[src/rtl/pc_seq_pkg.sv]
// Shared types and default constants for the program-counter sequencer.
package pc_seq_pkg;

  typedef enum logic [3:0] {
    RUN,
    INT_SAVE,
    INT_VEC,
    RV_LO,
    RV_HI,
    RV_LD,
    IV_LO,
    IV_HI,
    IV_LD
  } pc_seq_state_e;

  localparam int unsigned DEF_PC_W        = 32;
  localparam int unsigned DEF_INSTR_BYTES = 2;
  localparam int unsigned DEF_RESET_PC    = 32;
  localparam int unsigned DEF_INT_PC      = 0;

endpackage

[src/rtl/pc_next_sel.sv]
// Next-PC priority mux: return beats jump, which beats sequential increment.
module pc_next_sel #(
  parameter int unsigned PC_W        = 32,
  parameter int unsigned INSTR_BYTES = 2
) (
  input  logic [PC_W-1:0] pc,
  input  logic            ret_taken,
  input  logic [PC_W-1:0] ret_pc,
  input  logic            jump_taken,
  input  logic [PC_W-1:0] jump_target,
  output logic [PC_W-1:0] tgt,
  output logic            redirect
);

  always_comb begin
    if (ret_taken)
      tgt = ret_pc;
    else if (jump_taken)
      tgt = jump_target;
    else
      tgt = pc + PC_W'(INSTR_BYTES); // modulo 2^PC_W, no carry out
  end

  assign redirect = ret_taken | jump_taken;

endmodule

[src/rtl/pc_sequencer.sv]
// Program counter owner and fetch-address sequencer with interrupt entry handshake.
// Define PC_SEQ_VECTOR_FETCH_EN to load reset/interrupt PCs indirectly from a vector table.
module pc_sequencer
  import pc_seq_pkg::*;
#(
  parameter int unsigned    PC_W        = DEF_PC_W,
  parameter int unsigned    INSTR_BYTES = DEF_INSTR_BYTES,
  parameter logic [PC_W-1:0] RESET_PC   = PC_W'(DEF_RESET_PC),
  parameter logic [PC_W-1:0] INT_PC     = PC_W'(DEF_INT_PC)
) (
  input  logic            clk,
  input  logic            reset,
  input  logic            stall,
  input  logic            jump_taken,
  input  logic [PC_W-1:0] jump_target,
  input  logic            ret_taken,
  input  logic [PC_W-1:0] ret_pc,
  input  logic            int_req,
  input  logic            int_push_ack,
  output logic [PC_W-1:0] pc,
  output logic            pc_valid,
  output logic            flush,
  output logic            int_push_valid,
  output logic [PC_W-1:0] int_push_pc,
  output logic            int_ack
`ifdef PC_SEQ_VECTOR_FETCH_EN
  ,
  output logic            vec_rd_en,
  output logic [PC_W-1:0] vec_rd_addr,
  input  logic [15:0]     vec_rd_data
`endif
);

`ifdef PC_SEQ_VECTOR_FETCH_EN
  localparam pc_seq_state_e RESET_STATE = RV_LO;
  localparam pc_seq_state_e VEC_STATE   = IV_LO;
`else
  localparam pc_seq_state_e RESET_STATE = RUN;
  localparam pc_seq_state_e VEC_STATE   = INT_VEC;
`endif

  pc_seq_state_e   state_reg, state_next;
  logic [PC_W-1:0] pc_reg, pc_next;
  logic [PC_W-1:0] push_pc_reg, push_pc_next;
  logic            push_valid_reg, push_valid_next;
  logic            flush_reg, flush_next;
  logic            int_ack_reg, int_ack_next;
  logic            pending_reg, pending_next;
  // A request seen while an entry is already in service is kept for a follow-up entry.
  logic            rearm_reg, rearm_next;
  logic [PC_W-1:0] tgt;
  logic            redirect;
`ifdef PC_SEQ_VECTOR_FETCH_EN
  logic [15:0]     vec_lo_reg, vec_lo_next;
`endif

  pc_next_sel #(
    .PC_W        (PC_W),
    .INSTR_BYTES (INSTR_BYTES)
  ) u_next_sel (
    .pc          (pc_reg),
    .ret_taken   (ret_taken),
    .ret_pc      (ret_pc),
    .jump_taken  (jump_taken),
    .jump_target (jump_target),
    .tgt         (tgt),
    .redirect    (redirect)
  );

  always_ff @(posedge clk or negedge reset) begin
    if (!reset) begin
      state_reg      <= RESET_STATE;
      pc_reg         <= RESET_PC;
      push_pc_reg    <= '0;
      push_valid_reg <= 1'b0;
      flush_reg      <= 1'b0;
      int_ack_reg    <= 1'b0;
      pending_reg    <= 1'b0;
      rearm_reg      <= 1'b0;
`ifdef PC_SEQ_VECTOR_FETCH_EN
      vec_lo_reg     <= '0;
`endif
    end else begin
      state_reg      <= state_next;
      pc_reg         <= pc_next;
      push_pc_reg    <= push_pc_next;
      push_valid_reg <= push_valid_next;
      flush_reg      <= flush_next;
      int_ack_reg    <= int_ack_next;
      pending_reg    <= pending_next;
      rearm_reg      <= rearm_next;
`ifdef PC_SEQ_VECTOR_FETCH_EN
      vec_lo_reg     <= vec_lo_next;
`endif
    end
  end

  always_comb begin
    state_next      = state_reg;
    pc_next         = pc_reg;
    push_pc_next    = push_pc_reg;
    push_valid_next = push_valid_reg;
    flush_next      = 1'b0;
    int_ack_next    = 1'b0;
    pending_next    = pending_reg | int_req;
    rearm_next      = 1'b0;
`ifdef PC_SEQ_VECTOR_FETCH_EN
    vec_lo_next     = vec_lo_reg;
`endif
    case (state_reg)
      RUN: begin
        if (!stall) begin
          // The redirect target is saved as the return PC so no instruction is skipped.
          if (pending_reg || int_req) begin
            push_pc_next    = tgt;
            push_valid_next = 1'b1;
            flush_next      = 1'b1;
            state_next      = INT_SAVE;
          end else begin
            pc_next    = tgt;
            flush_next = redirect;
          end
        end
      end
      INT_SAVE: begin
        rearm_next = rearm_reg | int_req;
        if (int_push_ack) begin
          push_valid_next = 1'b0;
          state_next      = VEC_STATE;
        end
      end
      INT_VEC: begin
        pc_next      = INT_PC;
        int_ack_next = 1'b1;
        pending_next = rearm_reg | int_req;
        state_next   = RUN;
      end
`ifdef PC_SEQ_VECTOR_FETCH_EN
      RV_LO: state_next = RV_HI;
      RV_HI: begin
        vec_lo_next = vec_rd_data;
        state_next  = RV_LD;
      end
      RV_LD: begin
        pc_next    = PC_W'({vec_rd_data, vec_lo_reg});
        state_next = RUN;
      end
      IV_LO: begin
        rearm_next = rearm_reg | int_req;
        state_next = IV_HI;
      end
      IV_HI: begin
        rearm_next  = rearm_reg | int_req;
        vec_lo_next = vec_rd_data;
        state_next  = IV_LD;
      end
      IV_LD: begin
        pc_next      = PC_W'({vec_rd_data, vec_lo_reg});
        int_ack_next = 1'b1;
        pending_next = rearm_reg | int_req;
        state_next   = RUN;
      end
`endif
      default: state_next = RUN;
    endcase
  end

`ifdef PC_SEQ_VECTOR_FETCH_EN
  // Low half is read at the vector address, high half at the next 16-bit word.
  always_comb begin
    vec_rd_en   = (state_reg == RV_LO) || (state_reg == RV_HI) ||
                  (state_reg == IV_LO) || (state_reg == IV_HI);
    vec_rd_addr = ((state_reg == RV_LO) || (state_reg == RV_HI)) ? RESET_PC : INT_PC;
    if ((state_reg == RV_HI) || (state_reg == IV_HI))
      vec_rd_addr = vec_rd_addr + PC_W'(2);
  end
`endif

  assign pc             = pc_reg;
  assign pc_valid       = (state_reg == RUN);
  assign flush          = flush_reg;
  assign int_push_valid = push_valid_reg;
  assign int_push_pc    = push_pc_reg;
  assign int_ack        = int_ack_reg;

endmodule
[config.mk]
export PLATFORM = sky130hd
export DESIGN_NAME = pc_sequencer
export DESIGN_NICKNAME = d
export VERILOG_FILES = /design/src/rtl/pc_seq_pkg.sv /design/src/rtl/pc_next_sel.sv /design/src/rtl/pc_sequencer.sv
export SDC_FILE = /design/constraint.sdc
export NUM_CORES = 1
export LEC_CHECK = 0
export ABC_CLOCK_PERIOD_IN_PS = 4400
export CORE_MARGIN = 3
export CORE_UTILIZATION = 49
export DETAILED_ROUTE_END_ITERATION = 6
export HOLD_SLACK_MARGIN = 0.03
export PLACE_DENSITY_LB_ADDON = 0.12
export SKIP_CTS_REPAIR_TIMING = 1
export SYNTH_ARGS = -nofsm -noshare
export SYNTH_HDL_FRONTEND = slang
export SYNTH_HIERARCHICAL = 1
export SYNTH_SLANG_ARGS = --single-unit
[constraint.sdc]
create_clock -name clk -period 4.4 [get_ports clk]
set_input_delay 0.88 -clock clk [delete_from_list [all_inputs] [get_ports clk]]
set_output_delay 0.88 -clock clk [all_outputs]
set_load 0.01 [all_outputs]
## After elaboration in Yosys (flattened, before gate mapping)

Index checks and enable logic that the tools add are counted.

- Bits in registers: 73
- Logic and storage cells: 46
- Output and inout port bits: 68

- $add $sub $neg: 1
- Bitwise logic cells: 4
- Eq/ne operators: 6
- Reductions and logical operators: 8
- Mux-type cells: 19

Operators with widths:

| kind | count |
|---|---|
| $mux W32 | 4 |
| $pmux W32 S2 | 1 |
| $add A32 B2 Y32 const B | 1 |
| $mux W4 | 3 |
| $mux W1 | 9 |
| $reduce_and A3 Y1 | 3 |
| $pmux W4 S2 | 1 |
| $ne A2 B2 Y1 const B | 3 |
| $eq A4 B1 Y1 const B | 1 |
| $eq A4 B2 Y1 const B | 1 |
| $logic_not A4 Y1 | 1 |
| $reduce_and A4 Y1 | 1 |
| $reduce_bool A2 Y1 | 2 |
| $or A1 B1 Y1 | 3 |
| $ne A2 B1 Y1 const B | 1 |
| $pmux W1 S2 | 1 |
| $logic_or A1 B1 Y1 | 1 |
| $not A1 Y1 | 1 |

## Depth between registers and ports, before layout

- Depth after elaboration: 6
- Depth in mapped cells: 7
- Gate-level depth less buffers: 7

## By module

Netlist, hierarchy kept.

Modules (own cells, without submodules):

| module | instances | cells each | area each (um^2) |
|---|---|---|---|
| pc_sequencer | 1 | 164 | 2,632.5 |
| pc_next_sel | 1 | 194 | 1,203.7 |

## Least setup slack after synthesis

No wires, ideal clock.

- Path type: input port to flip-flop
- Start point: input jump_taken
- End point: register push_pc_reg[10] (netlist: int_push_pc[10])
- Data arrival time: 2.100 ns
- Buffers on the path: 2
- Setup time: 0.125 ns
- Stages on the path: 6
- Slack: 2.175 ns
- Path through: clkbuf_1 -> clkbuf_1 -> nand2_1 -> o22ai_1 -> a21oi_1 -> mux2_2

- Longest elaborated chain between the ends: 2

Ends and longest elaborated chain:

| what | line | source |
|---|---|---|
| from (decl) | pc_sequencer.sv:14 | `input logic jump_taken,` |
| $mux W32 | pc_next_sel.sv:18 | `else if (jump_taken)` |
| $mux W32 | pc_next_sel.sv:16 | `if (ret_taken)` |
| via tgt[10] | pc_sequencer.sv:51 | `logic [PC_W-1:0] tgt;` |
| to (signal assigned) | pc_sequencer.sv:86 | `push_pc_reg <= push_pc_next;` |
| to (decl) | pc_sequencer.sv:44 | `logic [PC_W-1:0] push_pc_reg, push_pc_next;` |

The timed path passes the listed nets, and every way through them passes these cells.
A chain may end at the register's enable or synchronous reset.

## Worst setup path in the final report

- Start point: input ret_taken
- End point: register push_pc_reg[22] (netlist: int_push_pc[22])

- Longest elaborated chain between the ends: 1

Ends and longest elaborated chain:

| what | line | source |
|---|---|---|
| from (decl) | pc_sequencer.sv:16 | `input logic ret_taken,` |
| $mux W32 | pc_next_sel.sv:16 |  |
| via tgt[22] | pc_sequencer.sv:51 |  |

The timed path passes the listed nets, and every way through them passes these cells.

==> flow_results.org <==
** Route
- In the final routed layout, each cell accounts on average for 18.58 um.
- After detailed routing, the number of remaining DRC violations is 0.
- DR vias :: 3,436
- Number of iterations in the first detailed-routing pass :: 5
- Total wire length after detailed routing :: 11,020 um
- Post-DR vias/cell :: 5.794
- The count of nets left with antenna violations once routing finished came out at 0.
- The detailed router finished its first iteration with 182 violations.

** Clock network
- Clk pin slew, worst setup/hold paths :: 0.07 ns
- TritonCTS created 9 clock buffers.
- The cell sitting at the root of the clock tree is a sky130_fd_sc_hd__clkbuf_8.
- TritonCTS built the clock tree.
- The later pin in the worst-skew pair is clocked with a latency of between 0.3 and 0.4 ns.
- CTS saw 71 sinks.
- The clock passes through at most 2 buffers.
- CTS built an H-tree with a depth of 3.

** Synth
- Post-synthesis sequential element count :: 71
- Leading cell types by total area after synthesis :: sky130_fd_sc_hd__dfrtp_1 46%, sky130_fd_sc_hd__mux2_2 10%, sky130_fd_sc_hd__a22o_1 7.3%, sky130_fd_sc_hd__xnor2_1 3.7%, sky130_fd_sc_hd__a22oi_1 2.9%
- Share of the synthesized area in the top cell type :: 45.66%
- Instance count of the mapped netlist :: 358
- The cell area that synthesis handed to floorplanning was approximately 3800 um^2.
- Mean cell area of the mapped netlist :: between 10 and 15 um^2
- Fraction of registers with async set/reset :: between 90% and 100%
- Mapped Nets :: 430
- Primary flip-flop cell chosen by synthesis mapping :: sky130_fd_sc_hd__dfrtp_1
- Warnings, synthesis :: 6
- The synthesized design spends more area on one cell type than any other, namely sky130_fd_sc_hd__dfrtp_1.
- In this run, distinct cell masters in the synthesized netlist total 52.
- Counting flops with a built-in enable in the synthesized netlist gives 0.
- Register area share after synthesis :: 46.35%

** STA
- Number of setup violations in the final report :: 0
- Minimum period implied by the final worst setup slack :: 2.909 ns
- Number of pins exceeding their max-slew limit in the final report :: 0
- Max transition margin :: 19.12%
- The final number of hold-violating endpoints was 0.
- For the pin with the worst max-slew slack, the measured transition is 1.209 ns.
- RSZ-0062 raised after global routing :: no
- Final setup TNS :: 0 ns
- Derived from the worst setup path, the maximum achievable clock frequency is approximately 0.34 GHz.
- Fraction of the cycle the final worst path needs :: between 60% and 70%
- Max Clock Skew :: around 0.0073 ns

** Finish
- After routing the design area is 5482 um^2.
- Fraction of final layout cells sized beyond drive strength 1 :: 13.36%
- Antenna Diode Count :: 0
- Area growth from synthesis to final layout :: 42.89%
- The finished layout holds 593 standard cells, fillers aside.
- The net count of the finished layout is around 560.

** Power and ir drop
- Total power for the finished layout comes to 2.735 mW.
- Max rail drop VDD :: 0.0002805 V
- Leak Pwr :: 2.209 nW
- In this run the power density over the cells is 498.9 nW/um^2.

** Worst setup path
- The worst register-to-register path has a setup slack of between 2 and 2.5 ns.
- Data arrival time of the critical path :: between 3 and 4 ns
- The worst register-to-register path ends at int_push_pc[24].
- Measured in cells, the most critical reg-to-reg path has a length of 6.
- Among all stages on the critical path, the largest delay is contributed by sky130_fd_sc_hd__nor2b_1.
- Critical Path RT :: 4.68 ns
- Worst path buffer plus inverter count :: 1
- Broken down by cell family, the worst path's largest delay share belongs to simple AND/OR/NAND/NOR gates.
- Worst-path cell chain :: clkdlybuf4s50_1, nor2b_1, a22oi_1, o21ai_0, mux2_2
- STA classifies the critical path startpoint as an input port.
- In this run the worst path has a maximum fanout of 16.
- Max stage delay on crit path :: between 1 and 1.5 ns
- The critical path is of the input port to flip-flop type.
- STA classifies the critical path endpoint as a flip-flop.
- The startpoint identified for the worst register-to-register timing path is pc[8].

** Global route
- The first global-routing pass estimated 17,600 um of wire.
- The number of antenna violations at the first check in global routing came to 0.
- Global routing consumed, over all layers together, 25.55% of the routing resources.
- Maximum number of pins on one net before global-route repair :: 72
- Vias in the first global route :: 3,533
- Global routing finished with a remaining overflow of 0.

** Floorplan
- The floorplan step defined a die boundary enclosing 8926 um^2.
- The floorplan has 31 rows.
- The die is between 90 and 100 um tall.
- Floorplan die width :: 94.48 um
- Starting density of the core :: 51.78%
- Placeable core area :: 7408 um^2
- During I/O placement, the number of pins put on the boundary was 139.

** Placement
- Placement-stage cell area :: 5250 um^2
- Count of placed standard cells including taps :: around 580
- Half-perimeter wire length after detailed placement :: 7578 um
- In this run the tool buffered the top-level ports with 138 buffer cells.
- Final weighted congestion of routability-driven global placement :: 0.8211

** Worst hold path
- In this run the worst hold path is classified as flip-flop to flip-flop.
- The worst hold path begins at rearm_reg.
- Hold path endpoint :: pending_reg
- Counting instances, the worst hold path has a depth of 1.

** Flow run
- Across the run, the number of max-cap violations was 0.

** Status
- Result of the run :: finished clean
-- placed cells by master (no fill, tap or decap), drive strengths merged, types with 2 or more instances in the layout --
cell type	Yosys	final
a22o	32	32
xnor2	16	16
clkdlybuf4s50	0	137
nor2	11	11
mux2	35	35
buf	10	5
nand2b	2	2
clkbuf	12	11
mux2i	5	5
and4	3	3
clkinv	1	2
o21ai	25	25
o22ai	5	5
o21a	2	2
a22oi	15	15
nand4	7	7
clkinvlp	0	2
nor4	2	2
or4	2	2
nor3b	4	4
o31ai	2	2
nand2	28	28
nand3	10	10
inv	7	7
and2	2	2
xor2	7	7
bufinv	0	2
nor3	18	18
dfrtp	70	70
and3	2	2
a21oi	9	9
nor2b	2	2
-- how the worst max path moves through the flow --
stage          slack [ns]        from  cells past startpoint              end
5_1_grt              1.23   ret_taken                      5  int_push_pc[26]
2_1_floorplan        2.18  jump_taken                      6  int_push_pc[10]
3_3_place_gp         1.21   ret_taken                      5  int_push_pc[22]
6_report             1.49   ret_taken                      5  int_push_pc[22]
4_1_cts              1.52   ret_taken                      5  int_push_pc[22]
3_5_place_dp         1.17   ret_taken                      5  int_push_pc[22]
-- synth_stat cells (all sizes together) (2+ instances only) --
cell and number:
dfrtp 70, mux2 35, a22o 32, nand2 28
o21ai 25, nor3 18, xnor2 16, a22oi 15
clkbuf 12, nor2 11, buf 10, nand3 10
a21oi 9, inv 7, nand4 7, xor2 7
mux2i 5, o22ai 5, nor3b 4, and4 3
and2 2, and3 2, nand2b 2, nor2b 2
nor4 2, o21a 2, o31ai 2, or4 2
-- layout make-up --
type,count,area (um^2)
Tap cell,99,123.9
Timing Repair Buffer,142,1409
Multi-Input combinational cell,257,1909
Inverter,8,30.03
Clock buffer,11,151.4
Clock inverter,5,80.08
Sequential cell,71,1778
Fill cell,547,1927
-- cell families (layout without fill, tap and decap cells) --
logic type / after synthesis / count (layout) / share of synthesized area (%)
adder cells (fa/ha/maj): 1 / 1 / 0.3261
multiplexers: 40 / 40 / 11.58
flip-flops: 71 / 71 / 46.35
XOR/XNOR: 23 / 23 / 5.251
AND/OR/NAND/NOR: 100 / 100 / 15.30
buffers and inverters: 30 / 166 / 4.174
AO/OA/AOI/OAI: 93 / 93 / 17.03
-- report_power, final --
group	total [mW]	switching, mW	internal (mW)	leakage, nW
logic	1.08	0.417	0.662	1.18
clock network	0.590	0.241	0.349	0.112
registers	1.07	0.192	0.873	0.913
-- stage by stage --
step                hold slack (ns)  utilization, %  setup slack [ns]
global placement             0.4661           70.87             1.208
finish                       0.4917           73.99             1.491
detailed placement           0.4769           70.87             1.167
CTS                          0.4937           73.99             1.517
floorplan                    0.4598               -             2.175
global route                 0.5172           73.99             1.229
-- worst reg2reg max path, delay by kind of cell (launching register included) --
kind | cells | cell delay [ns]
multiplexers | 1 | 0.30
AO/OA/AOI/OAI | 3 | 0.62
AND/OR/NAND/NOR | 2 | 0.87
flip-flops | 1 | 0.48
-- metal layers --
layer,GRT usage [%],vias to the layer above,share of wire [%]
met4,9.135,0,2.1
li1,-,1586,-
met5,0,-,0
met1,32.49,1671,41
met2,43.09,157,50
met3,5.418,22,7.6
Note: power is estimated with default switching activity, not from simulation.
